$ cat src/rtl/sdram_write.sv
// Single-burst SDRAM write engine: ACTIVE, tRCD, WRITE, full-page data, BURST STOP,
// tWR, PRECHARGE, tRP, done. Commands are registered; FIFO pop and wr_end are combinational.
module sdram_write #(
  parameter logic [9:0] TRCD_CLK = 10'd2,
  parameter logic [9:0] TWR_CLK  = 10'd2,
  parameter logic [9:0] TRP_CLK  = 10'd2
) (
  input  logic        sys_clk,
  input  logic        sys_rst,
  input  logic        init_end,
  input  logic        wr_en,
  input  logic [23:0] wr_addr,
  input  logic [9:0]  wr_burst_len,
  input  logic [15:0] wr_data,
  output logic        wr_ack,
  output logic        wr_end,
  output logic [3:0]  write_cmd,
  output logic [1:0]  write_ba,
  output logic [12:0] write_addr,
  output logic        wr_sdram_en,
  output logic [15:0] wr_sdram_data
);

  localparam logic [3:0]  CmdNop     = 4'b0111;
  localparam logic [3:0]  CmdActive  = 4'b0011;
  localparam logic [3:0]  CmdWrite   = 4'b0100;
  localparam logic [3:0]  CmdBStop   = 4'b0110;
  localparam logic [3:0]  CmdPCharge = 4'b0010;
  localparam logic [1:0]  IdleBa     = 2'b11;
  localparam logic [12:0] IdleAddr   = 13'h1fff;

  typedef enum logic [3:0] {
    StIdle, StActive, StTrcd, StWrite, StData, StTwr, StPre, StTrp, StEnd
  } state_e;

  state_e      r_state;
  state_e      w_state_nxt;
  logic [9:0]  r_cnt_clk;
  logic [9:0]  w_cnt_nxt;
  logic [23:0] r_addr;
  logic [9:0]  r_len;
  logic [3:0]  r_cmd;
  logic [1:0]  r_ba;
  logic [12:0] r_bus_addr;
  logic        r_sdram_en;
  logic [3:0]  w_cmd;
  logic [1:0]  w_ba;
  logic [12:0] w_bus_addr;
  logic        w_start;
  logic        w_last;

  assign w_start = (r_state == StIdle) && wr_en && init_end;
  assign w_last  = (r_cnt_clk == r_len - 10'd1);

  always_comb begin
    w_state_nxt = r_state;
    unique case (r_state)
      StIdle:   if (w_start) w_state_nxt = StActive;
      StActive: w_state_nxt = StTrcd;
      StTrcd:   if (r_cnt_clk == TRCD_CLK) w_state_nxt = StWrite;
      StWrite:  w_state_nxt = StData;
      StData:   if (w_last) w_state_nxt = StTwr;
      StTwr:    if (r_cnt_clk == TWR_CLK) w_state_nxt = StPre;
      StPre:    w_state_nxt = StTrp;
      StTrp:    if (r_cnt_clk == TRP_CLK) w_state_nxt = StEnd;
      StEnd:    w_state_nxt = StIdle;
      default:  w_state_nxt = StIdle;
    endcase
  end

  // Counter restarts from zero on every state change, so each wait begins at 0.
  assign w_cnt_nxt = (w_state_nxt != r_state) ? 10'd0 : r_cnt_clk + 10'd1;

  always_comb begin
    w_cmd      = CmdNop;
    w_ba       = IdleBa;
    w_bus_addr = IdleAddr;
    unique case (r_state)
      StActive: begin
        w_cmd      = CmdActive;
        w_ba       = r_addr[23:22];
        w_bus_addr = r_addr[21:9];
      end
      StWrite: begin
        w_cmd      = CmdWrite;
        w_ba       = r_addr[23:22];
        w_bus_addr = {4'b0000, r_addr[8:0]};
      end
      StData: begin
        if (w_last) begin
          w_cmd      = CmdBStop;
          w_ba       = r_ba;
          w_bus_addr = r_bus_addr;
        end
      end
      StPre: begin
        w_cmd      = CmdPCharge;
        w_ba       = r_addr[23:22];
        w_bus_addr = 13'h0400;
      end
      default: ;
    endcase
  end

  always_ff @(posedge sys_clk or posedge sys_rst) begin
    if (sys_rst) begin
      r_state    <= StIdle;
      r_cnt_clk  <= 10'd0;
      r_addr     <= 24'd0;
      r_len      <= 10'd0;
      r_cmd      <= CmdNop;
      r_ba       <= IdleBa;
      r_bus_addr <= IdleAddr;
      r_sdram_en <= 1'b0;
    end else begin
      r_state    <= w_state_nxt;
      r_cnt_clk  <= w_cnt_nxt;
      r_cmd      <= w_cmd;
      r_ba       <= w_ba;
      r_bus_addr <= w_bus_addr;
      r_sdram_en <= wr_ack;
      if (w_start) begin
        r_addr <= wr_addr;
        r_len  <= wr_burst_len;
      end
    end
  end

  // One pop in WRITE plus len-1 in DATA; the registered enable lines word 0 up with WRITE.
  assign wr_ack        = (r_state == StWrite) || ((r_state == StData) && (r_cnt_clk < r_len - 10'd1));
  assign wr_end        = (r_state == StEnd);
  assign write_cmd     = r_cmd;
  assign write_ba      = r_ba;
  assign write_addr    = r_bus_addr;
  assign wr_sdram_en   = r_sdram_en;
  assign wr_sdram_data = r_sdram_en ? wr_data : 16'd0;

endmodule

$ cat config.mk
export PLATFORM = sky130hd
export DESIGN_NAME = sdram_write
export DESIGN_NICKNAME = d
export VERILOG_FILES = /design/src/rtl/sdram_write.sv
export SDC_FILE = /design/constraint.sdc
export NUM_CORES = 1
export LEC_CHECK = 0
export BUFFER_PORTS_ARGS = -buffer_cell sky130_fd_sc_hd__buf_2
export CAP_MARGIN = 10
export CORE_AREA = 2 2 62 108
export DETAILED_ROUTE_END_ITERATION = 8
export DIE_AREA = 0 0 64 110
export GPL_ROUTABILITY_DRIVEN = 0
export PLACE_DENSITY = 0.91
export SLEW_MARGIN = 0
export SYNTH_ARGS = -nofsm -noshare
export SYNTH_HDL_FRONTEND = slang
export SYNTH_SLANG_ARGS = --single-unit
$ cat constraint.sdc
create_clock -name sys_clk -period 6.7 [get_ports sys_clk]
set_input_delay 0.67 -clock sys_clk [delete_from_list [all_inputs] [get_ports sys_clk]]
set_output_delay 0.67 -clock sys_clk [all_outputs]
set_load 0.02 [all_outputs]
After elaboration in Yosys (flattened, before gate mapping)
Cells that the tools add are included. W data, S select, Z words.

Word-level logic and storage cells: 43. Flip-flop bits (word level): 68. Output and inout bits: 38.

Add/subtract/negate cells: 2. Muxes and demuxes: 14. Eq/ne operators: 12. Reduce and logical (&&, ||, !) cells: 6. Order comparisons: 1.

Operators by type and width (count): $pmux W13 S4 (1); $pmux W4 S8 (1); $mux W4 (5); $eq A4 B3 Y1 const B (4); $mux W16 (1); $mux W13 (1); $pmux W3 S4 (1); $add A10 B1 Y10 const B (1); $eq A10 B10 Y1 (1); $eq A10 B2 Y1 const B (1); $lt A10 B10 Y1 (1); $mux W10 (1); $sub A10 B1 Y10 const B (1); $eq A4 B2 Y1 const B (2); $eq A4 B1 Y1 const B (1); $eq A4 B4 Y1 const B (1); $logic_not A4 Y1 (1); $ne A4 B4 Y1 (1); $pmux W2 S2 (1); $logic_and A1 B1 Y1 (3); $reduce_or A3 Y1 (1); $mux W2 (1); $ne A2 B2 Y1 const B (1); $logic_or A1 B1 Y1 (1); $mux W1 (1).

Longest topological paths before layout
Gate-level depths: netlist of run 1.

Depth after elaboration: 7. Gate-level depth with buffers: 12.

Least setup slack after synthesis of run 1
No wires, ideal clock.

Path kind: register to output. From: register r_len[2]. To: output wr_ack. Buffers on the path: 0. Setup slack: 3.771 ns. Cell stages (with the launch flop): 9. Data arrival time: 2.259 ns. Path through: dfrtp_1 nor4_1 nand2_1 nor4_1 xnor2_1 ha_1 a211oi_1 o21ai_0 o21ai_0.

Cells in the longest elaborated chain, start to end: 4.

RTL lines: start, declared (RTL line 41) `logic [9:0] r_len;`; start signal, assigned (RTL line 124) `r_len <= wr_burst_len;`; $sub A10 B1 Y10 (RTL line 130) `assign wr_ack = (r_state == StWrite) || ((r_state == StData) && (r_cnt_clk < r_len - 10'd1));`; $lt A10 B10 Y1 (RTL line 130); $logic_and A1 B1 Y1 (RTL line 130); $logic_or A1 B1 Y1 (RTL line 130); end, declared (RTL line 15) `output logic wr_ack,`.

No other way between the ends.

Worst setup path after layout of run 1
Ends and elaborated chain as after synthesis.

==> flow_metrics.py, run 1 <==
metrics = {
    "timing": {
        "period_needed_ns": 3.50,
        "rsz0062_at_grt": "false",
        "relSlewSlack_pct": 45.5,
        "hold_viol": 0,
        "max_freq_mhz": 285,
        "tightest_slew_ns": 0.817,
        "post-route-period-util_pct": 52.3,
        "drv_slew": 0,
        "fin_worst_skew_ns": 0.00786,
        "finalSetupTns_ns": 0,
        "setup_viol": 0,
    },
    "logic_synthesis": {
        "ys_types": 42,
        "ys_seq_area_share_pct": 50.5,
        "yosys.area.top_type_share_pct": 36.5,
        "synthesis.area_mm2": 0.00336,
        "synth_edf_count": 0,
        "yosysMostFrequentCell": "dfrtp_1",
        "synthArstFlopShare_pct": 100,
        "avgSynthCellArea_um2": 11.1,
        "synth_flop_cell": "dfrtp_1",
        "syn_inst": 304,
        "ys_ff_latch": 67,
        "synth_top_area_cell": "dfrtp_1",
        "syn-num-nets": 371,
        "yosys_warnings": 0,
        "synth_common_cells": "dfrtp_1, mux2_2, nor2_1",
        "yosys-top-cells-area": "dfrtp_1, dfstp_2, mux2_2",
    },
    "drt": {
        "vias": 2648,
        "wl_per_cell_um": 15.8,
        "drt_wl_total_mm": 7.52,
        "dr.first_iter.drc_count": 89,
        "via_per_inst": 5.56,
        "drc_errors": 0,
        "firstDrtPassIters": 4,
        "antenna_left": 0,
    },
    "floorplanning": {
        "die_x_um": 64,
        "rows": 38,
        "die_area_mm2": 0.00704,
        "coreArea_mm2": 0.00613,
        "start_util_pct": 54.8,
        "die_h_um": 110,
        "io-pin-count": 92,
    },
    "pwr": {
        "power.density_mw_per_mm2": 426,
        "p_clk_share_pct": 17.4,
        "p_total_mw": 1.72,
        "combPwrFrac_pct": 39.3,
        "p_seq_share_pct": 43.3,
        "p_leak_nw": 1.86,
        "p_sw_share_pct": 38.7,
        "intPower_mw": 1.06,
        "power.switching_uw": 666,
        "ir_worst_vdd_uv": 310,
    },
    "global_routing": {
        "grt_pass1_vias": 2528,
        "grt_antenna_before_repair": 0,
        "grt_max_degree": 68,
        "grt_overflow": 0,
        "grtUsageTotal_pct": 22.1,
        "grt_pass1_wl_mm": 11.6,
    },
    "final_layout": {
        "area_growth_syn_to_layout_pct": 20.1,
        "fillers": 459,
        "drive_gt1_share_pct": 40.9,
        "final_util_pct": 65.8,
        "nets": 458,
        "num_antenna_cells": 0,
    },
    "worst_hold_path": {
        "hp-class": "register to register",
    },
    "cts": {
        "cts_buffers": 9,
        "post_cts_buffers": 0,
        "clock-root-buffer": "clkbuf_8",
        "cts_resized": 0,
        "clkSinkCount": 67,
        "cts_hold_buf": 0,
        "insertion_delay_ns": 0.35,
        "cts_tree": "yes",
        "cts.path.max_buffers": 2,
        "cts-htree-levels": 3,
        "path_clk_slew_ns": 0.07,
    },
    "placed_design": {
        "port_buffers": 90,
        "hpwl_mm": 5.52,
    },
    "setup_path": {
        "end_kind": "output pin",
        "crit_type": "register to output pin",
        "critPathMaxFanout": 5,
        "critPathArrivalTime_ns": 2.83,
        "critPathLaunchType": "register",
        "worstPathRequired_ns": 6.03,
    },
    "flow_run": {
        "drv_cap": 0,
    },
    "outcome": {
        "status": "completed",
    },
}
## power groups by stage
stage                     clock, mW  combinational [mW]  sequential, mW
after floorplan                   0               0.491           0.732
after global placement            0               0.639           0.741
after detailed placement          0               0.674           0.749
after CTS                     0.307               0.681           0.743
after global routing          0.323               0.745           0.767
final                         0.299               0.676           0.746
## through the flow
step	std cells	hold WS [ns]	setup WS, ns	instance area, µm²
after floorplan	304	0.475	3.77	3360
after global placement	460	0.486	3.51	3860
after detailed placement	460	0.491	3.35	3860
after CTS	476	0.507	3.19	4040
after global routing	476	0.532	2.99	4040
final	476	0.503	3.20	4040
## cell usage in the layout, fill, tap and decap left out, types with 3 or more instances in the layout
cell type / n
inv_1: 3
xnor2_1: 6
nand4_1: 5
nor2_1: 28
a21oi_1: 27
nand2b_1: 3
o21ai_0: 13
nand4b_1: 3
dfrtp_1: 49
mux2_2: 33
and2_1: 17
nand2_1: 9
clkbuf_8: 11
clkinv_2: 4
dfstp_2: 18
buf_2: 90
ha_1: 13
xor2_1: 10
nand3b_1: 3
nand3_1: 5
o22a_1: 11
nor3_1: 5
a21o_1: 3
## kinds of logic (layout without fill, tap and decap cells)
| kind of cell | Yosys count | in the layout | synth area share, % |
|---|---|---|---|
| AND/OR/NAND/NOR | 90 | 90 | 14.4 |
| flip-flops | 67 | 67 | 50.5 |
| AO/OA/AOI/OAI | 64 | 64 | 12.4 |
| multiplexers | 33 | 33 | 11.0 |
| buffers and inverters | 20 | 112 | 2.53 |
| XOR/XNOR | 16 | 16 | 4.17 |
| adder cells (fa/ha/maj) | 13 | 13 | 4.84 |
| other | 1 | 1 | 0.112 |
## worst paths after layout
kind	start	end	slack [ns]	cells past startpoint
worst max-delay path	r_len[2]	wr_ack	3.20	9
worst min-delay path	r_addr[3]	r_addr[3]	0.50	1
worst max register to register	r_len[2]	r_cnt_clk[2]	3.30	9
worst min register to register	r_addr[3]	r_addr[3]	0.50	1
max in group asynchronous	sys_rst	r_addr[23]	5.59	3
min in group asynchronous	sys_rst	r_len[5]	0.56	3
## final cells by class
type                    instances  area (µm²)  area share [%]
flip-flops and latches         67        1700            42.1
repair buffers                 92         465            11.5
inverters                       4        15.0           0.372
clock buffers                  11         151            3.75
clock inverters                 5        27.5           0.682
multi-input cells             217        1580            39.1
well taps                      80         100            2.48
## sequential cells by signal, indices dropped and copies added (netlist names)
| register | flops |
|---|---|
| r_addr | 24 |
| r_cnt_clk | 10 |
| r_len | 10 |
| r_state | 4 |
| wr_sdram_en | 1 |
| write_addr | 13 |
| write_ba | 2 |
| write_cmd | 3 |
## critical path, stage by stage, from the launching register on
cell and delay [ns]:
dfrtp_1 0.43, nor4_1 0.43, nand2_1 0.14, nor4_1 0.24
xnor2_1 0.18, ha_1 0.27, a211oi_1 0.20, o21ai_0 0.13
o21ai_0 0.25, buf_2 0.22
## routing by layer
metal  up-vias  part of all wire [%]  global-route usage, %
met4         0                   2.5                   12.7
met3        14                   5.0                   4.97
met2        91                    57                   42.3
li1       1252                     -                      -
met5         -                     0                      0
met1      1291                    36                   21.2
Note: power is estimated with default switching activity, not from simulation.
==> run 2: changes to the inputs <==
ABC_AREA = 1   (was default)
CORE_AREA = 2 2 65 114   (was 2 2 62 108)
DIE_AREA = 0 0 67 116   (was 0 0 64 110)
PLACE_DENSITY = 0.87   (was 0.91)
clock period = 3.4 ns   (was 6.7 ns; I/O delays follow)
==> run 2 against run 1 <==
Worst hold slack got worse by 0.26 ns. Synthesized area up 5.1%. First-iteration DRC count down 9.0%. Critical path depth up 2. Sequential cell count did not move. Combinational power down 89%. Via count rose by 12%. Global-route usage rose by 1.0 points. Sequential share of layout area is 2.9 points lower. Non-clock buffer count stayed put.
==> flow_metrics.py, run 2 <==
metrics = {
    "setup_path": {
        "critPathMaxFanout": 5,
        "critPathLaunchType": "register",
        "end_kind": "output pin",
        "crit_type": "register to output pin",
        "worstPathRequired_ns": 3.06,
        "critPathArrivalTime_ns": 2.71,
    },
    "cts": {
        "cts_buffers": 9,
        "insertion_delay_ns": 0.33,
        "clock-root-buffer": "clkbuf_16",
        "cts-htree-levels": 3,
        "cts_resized": 0,
        "path_clk_slew_ns": 0.05,
        "cts_tree": "yes",
        "cts_hold_buf": 0,
        "cts.path.max_buffers": 2,
        "clkSinkCount": 67,
        "post_cts_buffers": 0,
    },
    "floorplanning": {
        "start_util_pct": 51.9,
        "io-pin-count": 92,
        "die_x_um": 67,
        "die_h_um": 116,
        "die_area_mm2": 0.00777,
        "coreArea_mm2": 0.00681,
        "rows": 40,
    },
    "pwr": {
        "power.density_mw_per_mm2": 413,
        "p_leak_nw": 2.24,
        "p_total_mw": 1.79,
        "ir_worst_vdd_uv": 450,
    },
    "final_layout": {
        "largest_reg_flops": 24,
        "final_util_pct": 63.7,
        "fillers": 568,
        "drive_gt1_share_pct": 35.1,
        "regMostFlops": "r_addr",
        "num_antenna_cells": 0,
        "area_growth_syn_to_layout_pct": 22.7,
        "layout_commonest_cell": "buf_2",
        "nets": 558,
        "layout_common_cells": "buf_2, inv_1, dfrtp_1, nor2_1, nand2_1",
    },
    "placed_design": {
        "preCtsSetupSlack_ns": 0.433,
        "port_buffers": 90,
        "hpwl_mm": 6.22,
    },
    "logic_synthesis": {
        "syn-num-nets": 468,
        "ys_types": 33,
        "avgSynthCellArea_um2": 8.81,
        "ys_seq_area_share_pct": 48.1,
        "yosys-top-cells-area": "dfrtp_1, dfstp_2, inv_1",
        "synthesis.area_mm2": 0.00353,
        "synthArstFlopShare_pct": 100,
        "syn_inst": 401,
        "synth_edf_count": 0,
        "synth_flop_cell": "dfrtp_1",
        "synth_common_cells": "inv_1, dfrtp_1, nor2_1",
        "yosysMostFrequentCell": "inv_1",
        "yosys_warnings": 0,
        "ys_ff_latch": 67,
        "synth_top_area_cell": "dfrtp_1",
        "yosys.area.top_type_share_pct": 34.7,
    },
    "timing": {
        "tightest_slew_ns": 1.01,
        "relSlewSlack_pct": 32.8,
        "post-route-period-util_pct": 89.7,
        "period_needed_ns": 3.05,
        "holdWs_ns": 0.238,
        "drv_slew": 0,
        "setup_viol": 0,
        "rsz0062_at_grt": "false",
        "finalSetupTns_ns": 0,
        "fin_worst_skew_ns": 0.00669,
        "hold_viol": 0,
        "max_freq_mhz": 328,
        "finalWorstSetupSlack_ns": 0.349,
    },
    "drt": {
        "vias": 2964,
        "antenna_left": 0,
        "drc_errors": 0,
        "via_per_inst": 5.11,
        "dr.first_iter.drc_count": 81,
        "wl_per_cell_um": 14.2,
        "drt_wl_total_mm": 8.22,
        "firstDrtPassIters": 4,
    },
    "global_routing": {
        "grt_pass1_wl_mm": 13.4,
        "grt_antenna_before_repair": 0,
        "grt_pass1_vias": 3092,
        "grt_overflow": 0,
        "grt_max_degree": 52,
        "grtUsageTotal_pct": 23.1,
    },
    "worst_hold_path": {
        "hp-class": "input port to register",
    },
    "flow_run": {
        "drv_cap": 0,
    },
    "outcome": {
        "status": "completed",
    },
}
[run 2: worst paths after layout]
check / startpoint / end / slack, ns / cells after the start
hold reg to reg: r_addr[23] / write_ba[1] / 0.49 / 2
min in group asynchronous: sys_rst / r_addr[3] / 0.25 / 2
setup reg to reg: r_len[0] / write_addr[12] / 0.45 / 12
hold / removal: wr_burst_len[4] / r_len[4] / 0.24 / 2
max in group asynchronous: sys_rst / write_cmd[1] / 2.30 / 3
setup / recovery: r_len[0] / wr_ack / 0.35 / 11
[run 2: kinds of logic after synthesis]
logic type | Yosys count | synth area share, %
buffers and inverters | 93 | 10.3
AOI/OAI and AO/OA | 65 | 10.4
and+or+nand+nor | 136 | 19.4
muxes | 10 | 3.19
adders and majority gates | 13 | 4.60
xor gates and xnor gates | 16 | 3.96
DFF | 67 | 48.1
other | 1 | 0.106
[run 2: critical path: stages, from the launching register on]
cell,delay (ns)
dfrtp_1,0.37
inv_1,0.14
ha_1,0.21
nand2_1,0.09
or3_1,0.34
nor3_1,0.18
xor2_1,0.17
ha_1,0.24
nand2_1,0.11
a21oi_1,0.05
o21ai_0,0.23
buf_2,0.22
[run 2: through the flow]
stage | instances | instance area, µm²
2_1_floorplan | 401 | 3530
3_3_place_gp | 564 | 4040
3_5_place_dp | 564 | 4040
4_1_cts | 580 | 4340
5_1_grt | 580 | 4340
6_report | 580 | 4340
[run 2: cell type report]
class / count / area [µm²] / area share, %
sequential: 67 / 1700 / 39.2
inverter: 80 / 300 / 6.92
clock inverter: 5 / 52.6 / 1.21
tap: 84 / 105 / 2.42
timing repair buffer: 92 / 465 / 10.7
multi-input combinational: 241 / 1470 / 33.9
clock buffer: 11 / 243 / 5.60
[run 2: where the power goes]
part | internal (mW) | switching (mW) | leakage [nW] | total [mW]
registers | 0.799 | 0 | 0.723 | 0.799
logic | 0.0320 | 0.0448 | 1.38 | 0.0769
clock network | 0.583 | 0.334 | 0.145 | 0.917
[run 2: metal layers]
metal,GRT usage [%],wire length [µm],up-vias
li1,-,-,1442
met1,23.1,2920,1398
met2,43.3,4590,101
met3,4.66,440,23
met4,12.2,262,0
met5,0,0,-
==> run 3: changes to the inputs <==
--- a/config.mk
+++ b/config.mk
@@ -10,7 +10,7 @@
 export CAP_MARGIN = 10
-export CORE_AREA = 2 2 65 114
+export CORE_AREA = 2 2 63 110
 export DETAILED_ROUTE_END_ITERATION = 8
-export DIE_AREA = 0 0 67 116
+export DIE_AREA = 0 0 65 112
 export GPL_ROUTABILITY_DRIVEN = 0
-export PLACE_DENSITY = 0.87
+export PLACE_DENSITY = 0.92
 export SLEW_MARGIN = 0
==> constraint.sdc (replaced) <==
create_clock -name sys_clk -period 3.7 [get_ports sys_clk]
set_input_delay 0.74 -clock sys_clk [delete_from_list [all_inputs] [get_ports sys_clk]]
set_output_delay 0.74 -clock sys_clk [all_outputs]
set_load 0.02 [all_outputs]
==> run 3 against run 2 <==
Critical path depth is the same. Sequential share of layout area shrank 0.39 points. Register-to-register slack gained 0.19 ns. Sequential cell count is the same. Largest cell class unchanged. Critical endpoint unchanged. Largest power group unchanged. Utilization grew 4.8 points. First-iteration DRC count grew 21%. Clock skew grew 0.0011 ns.
==> flow_metrics.py, run 3 (synthesized netlist as in run 2, its figures left out) <==
metrics = {
    "floorplanning": {
        "io-pin-count": 92,
        "die_area_mm2": 0.00728,
        "start_util_pct": 55.3,
        "die_x_um": 65,
        "rows": 39,
        "coreArea_mm2": 0.00639,
        "die_h_um": 112,
    },
    "final_layout": {
        "num_antenna_cells": 0,
        "regMostFlops": "r_addr",
        "layout_common_cells": "buf_2, inv_1, dfrtp_1, nor2_1, nand2_1",
        "drive_gt1_share_pct": 35.5,
        "area_growth_syn_to_layout_pct": 24.0,
        "largest_reg_flops": 24,
        "layout_commonest_cell": "buf_2",
        "nets": 560,
    },
    "placed_design": {
        "port_buffers": 90,
        "preCtsSetupSlack_ns": 0.564,
        "hpwl_mm": 6.25,
    },
    "setup_path": {
        "critPathMaxFanout": 5,
        "ff2ff_path_depth": 12,
        "r2r_setup_slack_ns": 0.64,
        "crit_type": "register to output pin",
        "end_kind": "output pin",
        "worstPathRequired_ns": 2.96,
        "critPathArrivalTime_ns": 2.73,
        "critPathLaunchType": "register",
    },
    "global_routing": {
        "grt_overflow": 0,
        "grt_pass1_vias": 3176,
        "grt_antenna_before_repair": 0,
        "grt_pass1_wl_mm": 14.0,
        "grt_max_degree": 38,
        "grtUsageTotal_pct": 25.7,
    },
    "cts": {
        "insertion_delay_ns": 0.34,
        "post_cts_buffers": 0,
        "cts_hold_buf": 0,
        "cts_resized": 0,
        "clock-root-buffer": "clkbuf_16",
        "cts_buffers": 9,
        "clkSinkCount": 67,
        "cts-htree-levels": 3,
        "cts.path.max_buffers": 2,
        "path_clk_slew_ns": 0.05,
        "cts_tree": "yes",
    },
    "worst_hold_path": {
        "hold_path_depth": 1,
        "hp-class": "register to register",
    },
    "pwr": {
        "combPwrFrac_pct": 4.2,
        "power.switching_uw": 359,
        "p_seq_share_pct": 42.4,
        "p_sw_share_pct": 20.7,
        "p_clk_share_pct": 53.4,
        "power.density_mw_per_mm2": 395,
        "intPower_mw": 1.37,
        "ir_worst_vdd_uv": 517,
        "p_leak_nw": 2.27,
    },
    "timing": {
        "max_freq_mhz": 288,
        "relSlewSlack_pct": 51.6,
        "drv_slew": 0,
        "tightest_slew_ns": 0.725,
        "rsz0062_at_grt": "false",
        "finalSetupTns_ns": 0,
        "fin_worst_skew_ns": 0.00780,
        "post-route-period-util_pct": 93.7,
        "setup_viol": 0,
        "period_needed_ns": 3.47,
        "finalWorstSetupSlack_ns": 0.232,
        "hold_viol": 0,
    },
    "drt": {
        "firstDrtPassIters": 4,
        "vias": 3091,
        "via_per_inst": 5.33,
        "wl_per_cell_um": 14.8,
        "antenna_left": 0,
        "dr.first_iter.drc_count": 98,
        "drc_errors": 0,
        "drt_wl_total_mm": 8.59,
    },
    "flow_run": {
        "drv_cap": 0,
    },
    "outcome": {
        "status": "completed",
    },
}
## run 3: cell type report
class | instances | area, µm²
fillers | 435 | 2010
flip-flops and latches | 67 | 1700
multi-input cells | 241 | 1470
repair buffers | 94 | 480
inverters | 80 | 300
clock buffers | 10 | 239
well taps | 82 | 103
clock inverters | 6 | 87.6
## run 3: worst paths after layout
check	endpoint	start
max reg2reg	write_addr[12]	r_len[0]
max in group asynchronous	write_addr[1]	sys_rst
min reg2reg	r_cnt_clk[0]	r_cnt_clk[0]
min in group asynchronous	r_len[2]	sys_rst
max	wr_ack	r_len[0]
min	r_cnt_clk[0]	r_cnt_clk[0]
## run 3: power by group through the flow
| stage | combinational, mW | sequential, mW | clock (mW) |
|---|---|---|---|
| floorplan | 0.0316 | 0.746 | 0 |
| global placement | 0.0721 | 0.746 | 0 |
| detailed placement | 0.0738 | 0.746 | 0 |
| CTS | 0.0744 | 0.734 | 0.935 |
| global route | 0.0813 | 0.734 | 0.963 |
| finish | 0.0731 | 0.734 | 0.925 |
## run 3: layer usage
metal	vias up	GRT usage, %	wire length (µm)
met1	1465	24.1	2810
met4	0	17.0	478
met3	37	6.36	513
li1	1447	-	-
met5	-	0	0
met2	142	46.9	4790
## run 3: metrics by stage
stage                     hold slack [ns]  utilization, %  instance area, µm²  instances  total power [mW]
final                               0.505            68.5                4380        580              1.73
after global routing                0.512            68.5                4380        580              1.78
after CTS                           0.502            68.5                4380        580              1.74
after detailed placement            0.492            63.4                4060        564             0.820
after global placement              0.469            63.4                4060        564             0.818
after floorplan                     0.458               -                3530        401             0.778
## run 3: critical path, stage by stage (launching register included)
cell	delay, ns
dfrtp_1	0.35
inv_1	0.13
ha_1	0.21
nand2_1	0.09
or3_1	0.34
nor3_1	0.20
xor2_1	0.18
ha_1	0.25
nand2_1	0.10
a21oi_1	0.05
o21ai_0	0.26
buf_2	0.23
